### src/rtl/sdio_cmd_host.sv
`default_nettype none
// ============================================================================
// Module   : sdio_cmd_host
// Brief    : SD host CMD-line engine; sends a 48-bit command frame and
//            receives the R1/R2/R3 reply with framing, CRC7 and NCR checks.
//            Optional: SDIO_CMD_RSP_CRC_EN enables receive CRC7 checking.
// Revision : 1.0
// ============================================================================
module sdio_cmd_host #(
    parameter int NCR_MAX = 64,
    parameter int NCC_MIN = 8
) (
    input  logic         i_clk,
    input  logic         i_reset,
    input  logic         i_ckstb,
    input  logic         i_request,
    input  logic [1:0]   i_rsp_type,
    input  logic [5:0]   i_cmd,
    input  logic [31:0]  i_arg,
    output logic         o_busy,
    output logic         o_cmd_en,
    output logic         o_cmd,
    input  logic         i_cmd_in,
    output logic         o_rsp_valid,
    output logic         o_rsp_timeout,
    output logic         o_rsp_err,
    output logic [5:0]   o_rsp_cmd,
    output logic [119:0] o_rsp_arg
);

    localparam int c_TMAX = (NCR_MAX > NCC_MIN) ? NCR_MAX : NCC_MIN;
    localparam int c_TW   = $clog2(c_TMAX + 1);

    typedef enum logic [2:0] {
        S_IDLE = 3'd0,
        S_TX   = 3'd1,
        S_WAIT = 3'd2,
        S_RX   = 3'd3,
        S_NCC  = 3'd4
    } state_t;

    state_t            r_state;
    logic              r_busy;
    logic              r_cmd_en;
    logic              r_cmd_o;
    logic              r_rsp_valid;
    logic              r_rsp_timeout;
    logic              r_rsp_err;
    logic [5:0]        r_rsp_cmd;
    logic [119:0]      r_rsp_arg;
    logic [1:0]        r_rsp_type;
    logic [5:0]        r_cmd;
    logic [39:0]       r_tx_sr;
    logic [7:0]        r_bit_cnt;
    logic [c_TW-1:0]   r_tmr;
    logic [6:0]        r_crc;
    logic [133:0]      r_rx_sr;

    function automatic logic [6:0] f_crc7_step(input logic [6:0] crc, input logic b);
        logic fb;
        fb = crc[6] ^ b;
        return {crc[5:0], 1'b0} ^ {3'b000, fb, 2'b00, fb};
    endfunction

    logic         w_is_r2;
    logic [7:0]   w_rx_last;
    logic [134:0] w_rx_next;
    logic [5:0]   w_idx;
    logic         w_dir_ok;
    logic         w_idx_ok;
    logic         w_end_ok;
    logic         w_crc_ok;
    logic         w_rx_err;

    assign w_is_r2   = (r_rsp_type == 2'b10);
    assign w_rx_last = w_is_r2 ? 8'd134 : 8'd46;
    assign w_rx_next = {r_rx_sr, i_cmd_in};
    assign w_idx     = w_is_r2 ? w_rx_next[133:128] : w_rx_next[45:40];
    assign w_dir_ok  = w_is_r2 ? ~w_rx_next[134] : ~w_rx_next[46];
    assign w_idx_ok  = (r_rsp_type == 2'b01) ? (w_idx == r_cmd) : (w_idx == 6'h3f);
    assign w_end_ok  = w_rx_next[0];

`ifdef SDIO_CMD_RSP_CRC_EN
    // R1 covers frame bits 46:8 (start bit adds nothing to a zero CRC); R2 covers 127:8
    logic w_crc_feed;
    assign w_crc_feed = w_is_r2 ? ((r_bit_cnt >= 8'd7) && (r_bit_cnt <= 8'd126))
                                : (r_bit_cnt <= 8'd38);
    assign w_crc_ok   = (r_rsp_type == 2'b11) || (r_crc == w_rx_next[7:1]);
`else
    logic w_unused_crc;
    assign w_unused_crc = ^w_rx_next[7:1];
    assign w_crc_ok     = 1'b1;
`endif

    assign w_rx_err = ~(w_dir_ok & w_idx_ok & w_end_ok & w_crc_ok);

    always_ff @(posedge i_clk or posedge i_reset) begin
        if (i_reset) begin
            r_state       <= S_IDLE;
            r_busy        <= 1'b0;
            r_cmd_en      <= 1'b0;
            r_cmd_o       <= 1'b1;
            r_rsp_valid   <= 1'b0;
            r_rsp_timeout <= 1'b0;
            r_rsp_err     <= 1'b0;
            r_rsp_cmd     <= 6'd0;
            r_rsp_arg     <= 120'd0;
            r_rsp_type    <= 2'b00;
            r_cmd         <= 6'd0;
            r_tx_sr       <= 40'd0;
            r_bit_cnt     <= 8'd0;
            r_tmr         <= '0;
            r_crc         <= 7'd0;
            r_rx_sr       <= 134'd0;
        end else begin
            r_rsp_valid <= 1'b0;
            case (r_state)
                S_IDLE: begin
                    // busy stays high through the valid pulse and drops one cycle later
                    if (r_busy) begin
                        r_busy <= 1'b0;
                    end else if (i_request) begin
                        r_busy        <= 1'b1;
                        r_rsp_type    <= i_rsp_type;
                        r_cmd         <= i_cmd;
                        r_tx_sr       <= {1'b0, 1'b1, i_cmd, i_arg};
                        r_bit_cnt     <= 8'd0;
                        r_crc         <= 7'd0;
                        r_rsp_timeout <= 1'b0;
                        r_rsp_err     <= 1'b0;
                        r_rsp_cmd     <= 6'd0;
                        r_rsp_arg     <= 120'd0;
                        r_state       <= S_TX;
                    end
                end
                S_TX: begin
                    if (i_ckstb) begin
                        r_bit_cnt <= r_bit_cnt + 8'd1;
                        if (r_bit_cnt < 8'd40) begin
                            r_cmd_en <= 1'b1;
                            r_cmd_o  <= r_tx_sr[39];
                            r_tx_sr  <= {r_tx_sr[38:0], 1'b0};
                            r_crc    <= f_crc7_step(r_crc, r_tx_sr[39]);
                        end else if (r_bit_cnt < 8'd47) begin
                            r_cmd_o <= r_crc[6];
                            r_crc   <= {r_crc[5:0], 1'b0};
                        end else if (r_bit_cnt == 8'd47) begin
                            r_cmd_o <= 1'b1;
                        end else begin
                            r_cmd_en  <= 1'b0;
                            r_cmd_o   <= 1'b1;
                            r_bit_cnt <= 8'd0;
                            r_crc     <= 7'd0;
                            if (r_rsp_type != 2'b00) begin
                                r_tmr   <= '0;
                                r_state <= S_WAIT;
                            end else if (NCC_MIN <= 1) begin
                                r_rsp_valid <= 1'b1;
                                r_state     <= S_IDLE;
                            end else begin
                                // the release strobe already counts as one idle strobe
                                r_tmr   <= c_TW'(1);
                                r_state <= S_NCC;
                            end
                        end
                    end
                end
                S_WAIT: begin
                    if (i_ckstb) begin
                        if (!i_cmd_in) begin
                            r_bit_cnt <= 8'd0;
                            r_crc     <= 7'd0;
                            r_state   <= S_RX;
                        end else if (r_tmr >= c_TW'(NCR_MAX - 1)) begin
                            r_rsp_timeout <= 1'b1;
                            r_tmr         <= '0;
                            r_state       <= S_NCC;
                        end else begin
                            r_tmr <= r_tmr + c_TW'(1);
                        end
                    end
                end
                S_RX: begin
                    if (i_ckstb) begin
                        r_rx_sr   <= w_rx_next[133:0];
                        r_bit_cnt <= r_bit_cnt + 8'd1;
`ifdef SDIO_CMD_RSP_CRC_EN
                        if (w_crc_feed) begin
                            r_crc <= f_crc7_step(r_crc, i_cmd_in);
                        end
`endif
                        if (r_bit_cnt == w_rx_last) begin
                            r_rsp_err <= w_rx_err;
                            r_rsp_cmd <= w_idx;
                            r_rsp_arg <= w_is_r2 ? w_rx_next[127:8]
                                                 : {88'd0, w_rx_next[39:8]};
                            r_tmr     <= '0;
                            r_state   <= S_NCC;
                        end
                    end
                end
                S_NCC: begin
                    if (i_ckstb) begin
                        if (r_tmr >= c_TW'(NCC_MIN - 1)) begin
                            r_rsp_valid <= 1'b1;
                            r_state     <= S_IDLE;
                        end else begin
                            r_tmr <= r_tmr + c_TW'(1);
                        end
                    end
                end
                default: r_state <= S_IDLE;
            endcase
        end
    end

    assign o_busy        = r_busy;
    assign o_cmd_en      = r_cmd_en;
    assign o_cmd         = r_cmd_o;
    assign o_rsp_valid   = r_rsp_valid;
    assign o_rsp_timeout = r_rsp_timeout;
    assign o_rsp_err     = r_rsp_err;
    assign o_rsp_cmd     = r_rsp_cmd;
    assign o_rsp_arg     = r_rsp_arg;

endmodule
`default_nettype wire

### config.mk
export PLATFORM = sky130hd
export DESIGN_NAME = sdio_cmd_host
export DESIGN_NICKNAME = d
export VERILOG_FILES = /design/src/rtl/sdio_cmd_host.sv
export SDC_FILE = /design/constraint.sdc
export NUM_CORES = 1
export LEC_CHECK = 0
export CAP_MARGIN = 40
export CORE_MARGIN = 3
export CORE_UTILIZATION = 56
export DETAILED_ROUTE_END_ITERATION = 8
export PLACE_DENSITY_LB_ADDON = 0.25
export SYNTH_ARGS = -nofsm -noshare
export SYNTH_HDL_FRONTEND = slang
export SYNTH_SLANG_ARGS = --single-unit
export TNS_END_PERCENT = 5
### constraint.sdc
create_clock -name i_clk -period 13.9 [get_ports i_clk]
set_input_delay 2.78 -clock i_clk [delete_from_list [all_inputs] [get_ports i_clk]]
set_output_delay 2.78 -clock i_clk [all_outputs]
set_load 0.05 [all_outputs]
==> flow_summary.ini, run 1 <==
[drt]
vias = 9270
ant_nets = 0
wirelength_um = 28300
routed_via_density = 5.38
drt-pass1-iter-count = 5
wl_per_cell_um = 16.4
drt_iter0_drc = 495
drc_errors = 0

[yosys]
synthCells = 1209
synth_seq_cells = 339
synth_top_cell_area_share_pct = 58.7
synth_common_cells = 338 x dfrtp_1, 176 x nand2_1, 135 x mux2i_1
synth_edf_count = 0
ys.flop_type = dfrtp_1
synthTopCellsByArea = dfrtp_1 59%, mux2_2 10%, mux2i_1 9.4%
seq_area_frac_synth_pct = 58.9
synth_largest_area_cell = dfrtp_1
syn_avg_cell_area_um2 = 11.9
synth_most_common_cell = dfrtp_1
syn_nets = 1257
ys_warn_count = 0
ys_async_sr_fraction_pct = 100
syn_area_um2 = 14400
ys_types = 62

[timing]
hold_viol_final = 0
setup_viol = 0
worst_slack_ns = 8.46
fmax_ghz = 0.184
relSlewSlack_pct = 42.4
clock_skew_ns = 0.0254
final.setup.tns_ns = 0
fin_crit_ns = 5.44
final_max_slew_viol_count = 0
post-route-period-util_pct = 39.1
rsz0062_at_grt = false
worst_slew_pin_slew_ns = 0.864
hold_ws_ns = 0.475

[pwr]
p_leak_uw = 0.00810
fin_total_pwr_uw = 3680
peakVddDrop_v = 0.000173
powerDensity_nw_per_um2 = 207

[setup_path]
startpoint_type = primary input
critPathMaxFanout = 47
critPathArrivalTime_ns = 5.85
startpoint = i_request
r2r-start = r_state[1]
cp-end-kind = flip-flop
worstPathRequired_ns = 14.31
critPathKind = primary input to flip-flop

[hold_path]
hold_path_class = flip-flop to flip-flop
min-delay-start = r_crc[0]

[flow_run]
cap_violations = 0

[cells_and_area]
n_antenna_cell = 0
syn_to_final_growth_pct = 23.2
fin_area_um2 = 17800
drive_gt1_share_pct = 16.1
nets = 1414

[floorplanning]
rows = 58
ioPinCount = 177
core-area_um2 = 25300
die_h_um = 166
dieArea_um2 = 27700
initial_core_util_pct = 57.1
die_w_um = 166

[clock_network]
postCtsSetupBuffers = 0
cts_buffer_depth = 3
tritoncts = yes
worst_skew_pair.late_latency_ns = 0.52
h-tree-depth = 2
clock_sinks = 339
cts_root_buf = clkbuf_16
cts_made_buffers = 36
path_clk_slew_ns = 0.06
ctsResizeCount = 0
postCtsHoldBufs = 0

[outcome]
status = finished, final reports clean

[placed_design]
place.gp.congestion = 0.848
portBuffers = 176
pre_cts_ws_ns = 7.93
dpl-instance-area_um2 = 16500
place_hpwl_um = 18100

[grt]
grt_max_degree = 94
antenna_found_initial = 0
grt.total_usage_pct = 20.4
grt_pass1_wl_um = 47700
grt-ovfl-total = 0
first_global_vias = 9386
## power by group
part	switching, µW	internal [µW]	total [µW]
clock network	384	649	1030
registers	153	1200	1350
logic	845	450	1290
total	1380	2300	3680
## cell usage in the layout (no fill, tap or decap), drive strengths merged, types with 7 or more instances in the layout
cell,count
mux2i,135
clkdlybuf4s50,176
o31ai,7
dfrtp,338
clkbuf,50
o21ai,71
nand3,8
nor2,22
a22o,34
bufinv,7
mux2,134
buf,18
nand2,176
inv,103
a21oi,11
## worst max-delay path: stages
cell	delay, ns
clkdlybuf4s50_1	0.51
nand2b_1	0.11
or4_1	0.60
a21oi_4	0.18
buf_4	0.65
buf_4	0.70
mux2i_1	0.29
## logic make-up (layout without fill, tap and decap cells)
group	Yosys count	count (layout)	share of synthesized area (%)
AOI/OAI and AO/OA	165	165	7.70
xor gates and xnor gates	4	4	0.243
adders and majority gates	3	3	0.260
buffers and inverters	176	361	5.26
DFF	339	339	58.9
muxes	269	269	19.8
and+or+nand+nor	253	253	7.84
## flip-flops by register name, indices dropped and copies added, names as in the netlist, 2 cells and up
name and cells:
o_rsp_arg 120, r_tmr 7, r_rx_sr 134, r_tx_sr 40
r_rsp_type 2, r_cmd 6, r_bit_cnt 8, r_state 3
r_crc 7, o_rsp_cmd 6
## metal layers
metal / GRT usage [%] / wire length, µm
met5: 0 / 0
met4: 5.49 / 580
met3: 4.37 / 1520
met2: 32.4 / 13100
met1: 28.9 / 13100
## stage by stage
stage | utilization [%] | std cells
2_1_floorplan | - | 1209
3_3_place_gp | 64.7 | 1651
3_5_place_dp | 65.2 | 1658
4_1_cts | 70.3 | 1724
5_1_grt | 70.3 | 1724
6_report | 70.3 | 1724
## final cells by class
| class | count | area, µm² |
|---|---|---|
| clock buffer | 50 | 1020 |
| clock inverter | 16 | 270 |
| fill | 1847 | 7490 |
| inverter | 101 | 387 |
| multi-input combinational | 694 | 5210 |
| sequential | 339 | 8480 |
| tap | 330 | 413 |
| timing repair buffer | 194 | 1970 |
## path summary, 6_finish.rpt
kind / endpoint / slack (ns) / cells after the start
worst min register to register: r_crc[0] / 0.48 / 2
worst max register to register: o_rsp_arg[114] / 10.51 / 5
worst max-delay path: o_rsp_arg[114] / 8.46 / 7
max in group asynchronous: r_tx_sr[29] / 8.90 / 5
min in group asynchronous: o_rsp_arg[86] / 2.69 / 2
worst min-delay path: r_crc[0] / 0.48 / 2
Note: power is estimated with default switching activity, not from simulation.
==> run 2: changes to the inputs <==
--- a/config.mk
+++ b/config.mk
@@ -7,7 +7,7 @@
 export LEC_CHECK = 0
 export CAP_MARGIN = 40
 export CORE_MARGIN = 3
-export CORE_UTILIZATION = 56
+export CORE_UTILIZATION = 50
 export DETAILED_ROUTE_END_ITERATION = 8
 export PLACE_DENSITY_LB_ADDON = 0.25
 export SYNTH_ARGS = -nofsm -noshare
==> constraint.sdc (replaced) <==
create_clock -name i_clk -period 4.9 [get_ports i_clk]
set_input_delay 0.98 -clock i_clk [delete_from_list [all_inputs] [get_ports i_clk]]
set_output_delay 0.98 -clock i_clk [all_outputs]
set_load 0.05 [all_outputs]
==> run 2 against run 1 <==
Net effect: sequential cell count stayed put; critical path depth stayed put; clock power grew to 2.7 times the previous value; wire length is 1.5% lower; utilization is 7.0 points lower; combinational power grew to 2.9 times the previous value; via count is 0.25% higher; worst hold slack better by 0.0031 ns; register-to-register slack worse by 8.3 ns; first-iteration DRC count is 18% higher; setup slack worse by 6.6 ns; largest cell class unchanged; highest routed layer unchanged.
==> flow_summary.ini, run 2 (synthesis results as in run 1) <==
[setup_path]
path_buf_inv = 2
cp-end-kind = flip-flop
r2r_setup_slack_ns = 2.26
critPathKind = primary input to flip-flop
critPathMaxFanout = 53
worstPathRequired_ns = 5.26
max_stage_delay_ns = 0.77
path_cells = clkdlybuf4s50_1, nand4bb_1, nor4b_2, nor2_4, buf_4, nand2_1, o21ai_0
startpoint_type = primary input
critPathArrivalTime_ns = 3.42
path_delay_family = simple AND/OR/NAND/NOR gates
slowest_stage = clkdlybuf4s50_1

[floorplanning]
die_h_um = 176
dieArea_um2 = 30900
core-area_um2 = 28100
die_w_um = 176
ioPinCount = 177
rows = 61
initial_core_util_pct = 51.3

[drt]
ant_nets = 0
vias = 9293
drt-pass1-iter-count = 5
drc_errors = 0
drt_iter0_drc = 585
wl_per_cell_um = 15.7
routed_via_density = 5.25
wirelength_um = 27800

[timing]
clock_skew_ns = 0.0151
final_max_slew_viol_count = 0
rsz0062_at_grt = false
hold_viol_final = 0
setup_viol = 0
final.setup.tns_ns = 0
hold_ws_ns = 0.478
relSlewSlack_pct = 40.0
post-route-period-util_pct = 62.5
worst_slew_pin_slew_ns = 0.896
fin_crit_ns = 3.06
fmax_ghz = 0.327

[placed_design]
place_hpwl_um = 17800
portBuffers = 176
dpl.cell_count = 1704
place.gp.congestion = 0.808
dpl-instance-area_um2 = 16600

[pwr]
fin_total_pwr_uw = 10300
pwr-share-seq_pct = 37.4
switching_share_pct = 38.2
clkPwrFrac_pct = 26.8
peakVddDrop_v = 0.000335
p_leak_uw = 0.00808
powerDensity_nw_per_um2 = 578
p_int_uw = 6350
p_sw_uw = 3930
p_comb_share_pct = 35.8

[grt]
grt-ovfl-total = 0
first_global_vias = 9305
grt_pass1_wl_um = 47500
grt_max_degree = 118
antenna_found_initial = 0
grt.total_usage_pct = 18.5

[clock_network]
cts_made_buffers = 37
worst_skew_pair.late_latency_ns = 0.51
h-tree-depth = 2
tritoncts = yes
ctsResizeCount = 0
postCtsSetupBuffers = 0
clock_sinks = 339
cts_root_buf = clkbuf_16
path_clk_slew_ns = 0.06
cts_buffer_depth = 3
postCtsHoldBufs = 0

[cells_and_area]
syn_to_final_growth_pct = 23.3
final_cell_mix = 338 x dfrtp_1, 176 x nand2_1, 176 x clkdlybuf4s50_1
nets = 1413
n_antenna_cell = 0
largest-register = r_rx_sr
fill_cells = 2280
fin_cells = 1771
final_common_cell = dfrtp_1
drive_gt1_share_pct = 16.0
largest_reg_flops = 134
fin_area_um2 = 17800

[outcome]
status = finished, final reports clean

[flow_run]
cap_violations = 0

[hold_path]
hold_path_class = flip-flop to flip-flop
## run 2: final timing paths
check,cells past startpoint,to,from
worst max-delay path,7,r_tx_sr[17],i_ckstb
worst min-delay path,2,r_tx_sr[22],r_tx_sr[22]
worst max register to register,4,o_rsp_arg[105],r_state[1]
worst min register to register,2,r_tx_sr[22],r_tx_sr[22]
max in group asynchronous,3,o_rsp_arg[105],i_reset
min in group asynchronous,2,o_rsp_arg[41],i_reset
## run 2: area by class of cell
class | count | area, µm² | area share, %
flip-flops and latches | 339 | 8480 | 47.7
inverters | 101 | 383 | 2.15
multi-input cells | 694 | 5210 | 29.3
clock buffers | 52 | 1040 | 5.86
well taps | 378 | 473 | 2.66
clock inverters | 15 | 180 | 1.01
repair buffers | 192 | 2000 | 11.2
## run 2: worst min-delay path, cell delays in order, from the launching register on
cell and delay, ns:
dfrtp_1 0.34, nand2_1 0.04, o21ai_0 0.06
## run 2: power by group through the flow
stage | Combinational (µW) | Sequential [µW] | Clock [µW]
after floorplan | 1360 | 5040 | 0
after global placement | 3610 | 3880 | 0
after detailed placement | 3710 | 3890 | 0
after CTS | 3720 | 3850 | 2840
after global routing | 3960 | 3930 | 2960
final | 3680 | 3840 | 2760
## run 2: routing by layer
metal	track usage (%)	up-vias	wire (µm)
met3	4.89	45	1890
met1	26.4	4563	12900
li1	-	4447	-
met4	4.72	0	529
met2	28.3	238	12500
met5	0	-	0
## run 2: metrics by stage
| step | util [%] | setup slack [ns] |
|---|---|---|
| after floorplan | - | -0.612 |
| after global placement | 58.6 | 1.46 |
| after detailed placement | 58.9 | 1.34 |
| after CTS | 63.3 | 1.87 |
| after global routing | 63.3 | 1.59 |
| final | 63.3 | 1.84 |
==> run 3: changes to the inputs <==
==> constraint.sdc (replaced) <==
create_clock -name i_clk -period 2.61 [get_ports i_clk]
set_input_delay 0.522 -clock i_clk [delete_from_list [all_inputs] [get_ports i_clk]]
set_output_delay 0.522 -clock i_clk [all_outputs]
set_load 0.05 [all_outputs]
==> run 3 against run 2 <==
Net effect: critical path depth shrank 6; combinational power grew 96%; clock-buffer cell count grew 1; sequential cell count is the same; utilization grew 1.3 points; global-route usage grew 0.43 points; clock skew grew 0.0039 ns.
==> flow_summary.ini, run 3 (synthesis results as in run 1) <==
[setup_path]
critPathArrivalTime_ns = 1.84
slowest_stage = clkdlybuf4s50_1
endpoint = o_cmd
max_stage_delay_ns = 0.79
critPathMaxFanout = 2
critPathKind = flip-flop to output pin
cp-end-kind = output pin
worstPathRequired_ns = 2.09
reg2reg_depth = 5
path_buf_inv = 1
path_cells = clkdlybuf4s50_1
r2r_setup_slack_ns = 0.32
startpoint = o_cmd
cp.depth = 1
r2r-start = r_state[1]
r2r-end = r_tmr[2]
path_delay_family = buffers and inverters
startpoint_type = flip-flop

[clock_network]
postCtsHoldBufs = 0
path_clk_slew_ns = 0.06
ctsResizeCount = 0
cts_root_buf = clkbuf_16
cts_buffer_depth = 3
postCtsSetupBuffers = 0
clock_sinks = 339
h-tree-depth = 2
tritoncts = yes
worst_skew_pair.late_latency_ns = 0.52
cts_made_buffers = 37

[placed_design]
place_hpwl_um = 19100
portBuffers = 176
place.gp.congestion = 0.814
dpl.cell_count = 1736

[timing]
rsz0062_at_grt = false
worst_slew_pin_slew_ns = 0.700
clock_skew_ns = 0.0190
fmax_ghz = 0.423
final_max_slew_viol_count = 0
relSlewSlack_pct = 53.0
final.setup.tns_ns = 0
setup_viol = 0
hold_viol_final = 0
post-route-period-util_pct = 90.6
fin_crit_ns = 2.37

[flow_run]
cap_violations = 0

[cells_and_area]
largest-register = r_rx_sr
drive_gt1_share_pct = 18.0
final_common_cell = dfrtp_1
syn_to_final_growth_pct = 25.8
postLayoutCoreUtil_pct = 64.6
n_antenna_cell = 0
final_cell_mix = 338 x dfrtp_1, 176 x nand2_1, 176 x clkdlybuf4s50_1
fin_cells = 1803
fill_cells = 2252
largest_reg_flops = 134
nets = 1445

[floorplanning]
core-area_um2 = 28100
die_h_um = 176
rows = 61
dieArea_um2 = 30900
die_w_um = 176
ioPinCount = 177
initial_core_util_pct = 51.3

[pwr]
p_leak_uw = 0.00829
peakVddDrop_v = 0.000637
powerDensity_nw_per_um2 = 1070

[drt]
wl_per_cell_um = 15.9
ant_nets = 0
wirelength_um = 28700
drt_iter0_drc = 638
drc_errors = 0
vias = 9397
drt-pass1-iter-count = 7
routed_via_density = 5.21

[hold_path]
hold_path_class = primary input to async pin

[grt]
use_met1_pct = 26.2
grt.busiest_layer = met2
antenna_found_initial = 0
met2_usage_pct = 30.2
grt_pass1_wl_um = 48500
grt_max_degree = 79
met3_usage_pct = 4.67
grt.total_usage_pct = 18.9
first_global_vias = 9589
grt-ovfl-total = 0

[outcome]
status = finished, final reports clean
## run 3: where the power goes
part	total [µW]	internal [µW]	switching [µW]
clock network	5100	3040	2050
registers	7120	6400	725
logic	7220	2580	4640
## run 3: area by class of cell
| cell class | count | area, µm² | area share (%) |
|---|---|---|---|
| inverter | 101 | 383 | 2.11 |
| sequential | 339 | 8480 | 46.8 |
| clock inverter | 14 | 109 | 0.600 |
| multi-input combinational | 694 | 5210 | 28.7 |
| clock buffer | 53 | 1100 | 6.06 |
| timing repair buffer | 224 | 2370 | 13.1 |
| tap | 378 | 473 | 2.61 |
## run 3: how the worst min path moves through the flow
| stage | from | end | cells after the start |
|---|---|---|---|
| 2_1_floorplan | r_crc[0] | r_crc[0] | 2 |
| 6_report | i_reset | o_rsp_arg[41] | 2 |
| 4_1_cts | i_reset | o_rsp_arg[41] | 2 |
| 5_1_grt | i_reset | o_rsp_arg[41] | 2 |
| 3_5_place_dp | r_cmd[1] | r_cmd[1] | 2 |
| 3_3_place_gp | r_tx_sr[31] | r_tx_sr[31] | 2 |
## run 3: through the flow
step	total power [µW]	hold WS (ns)	setup slack [ns]	cell area (µm²)
6_report	19400	0.311	0.245	18100
5_1_grt	20500	0.317	0.180	18100
4_1_cts	19700	0.305	0.213	18100
3_5_place_dp	14500	0.465	0.0202	16900
3_3_place_gp	14300	0.461	0.0739	16900
2_1_floorplan	12000	0.443	-2.44	14400
## run 3: routing by layer
metal / up-vias / share of wire, % / wire, µm
met5: - / 0 / 0
met4: 0 / 1.7 / 474
met3: 35 / 6.5 / 1870
met2: 220 / 46 / 13200
met1: 4642 / 46 / 13200
li1: 4500 / - / -
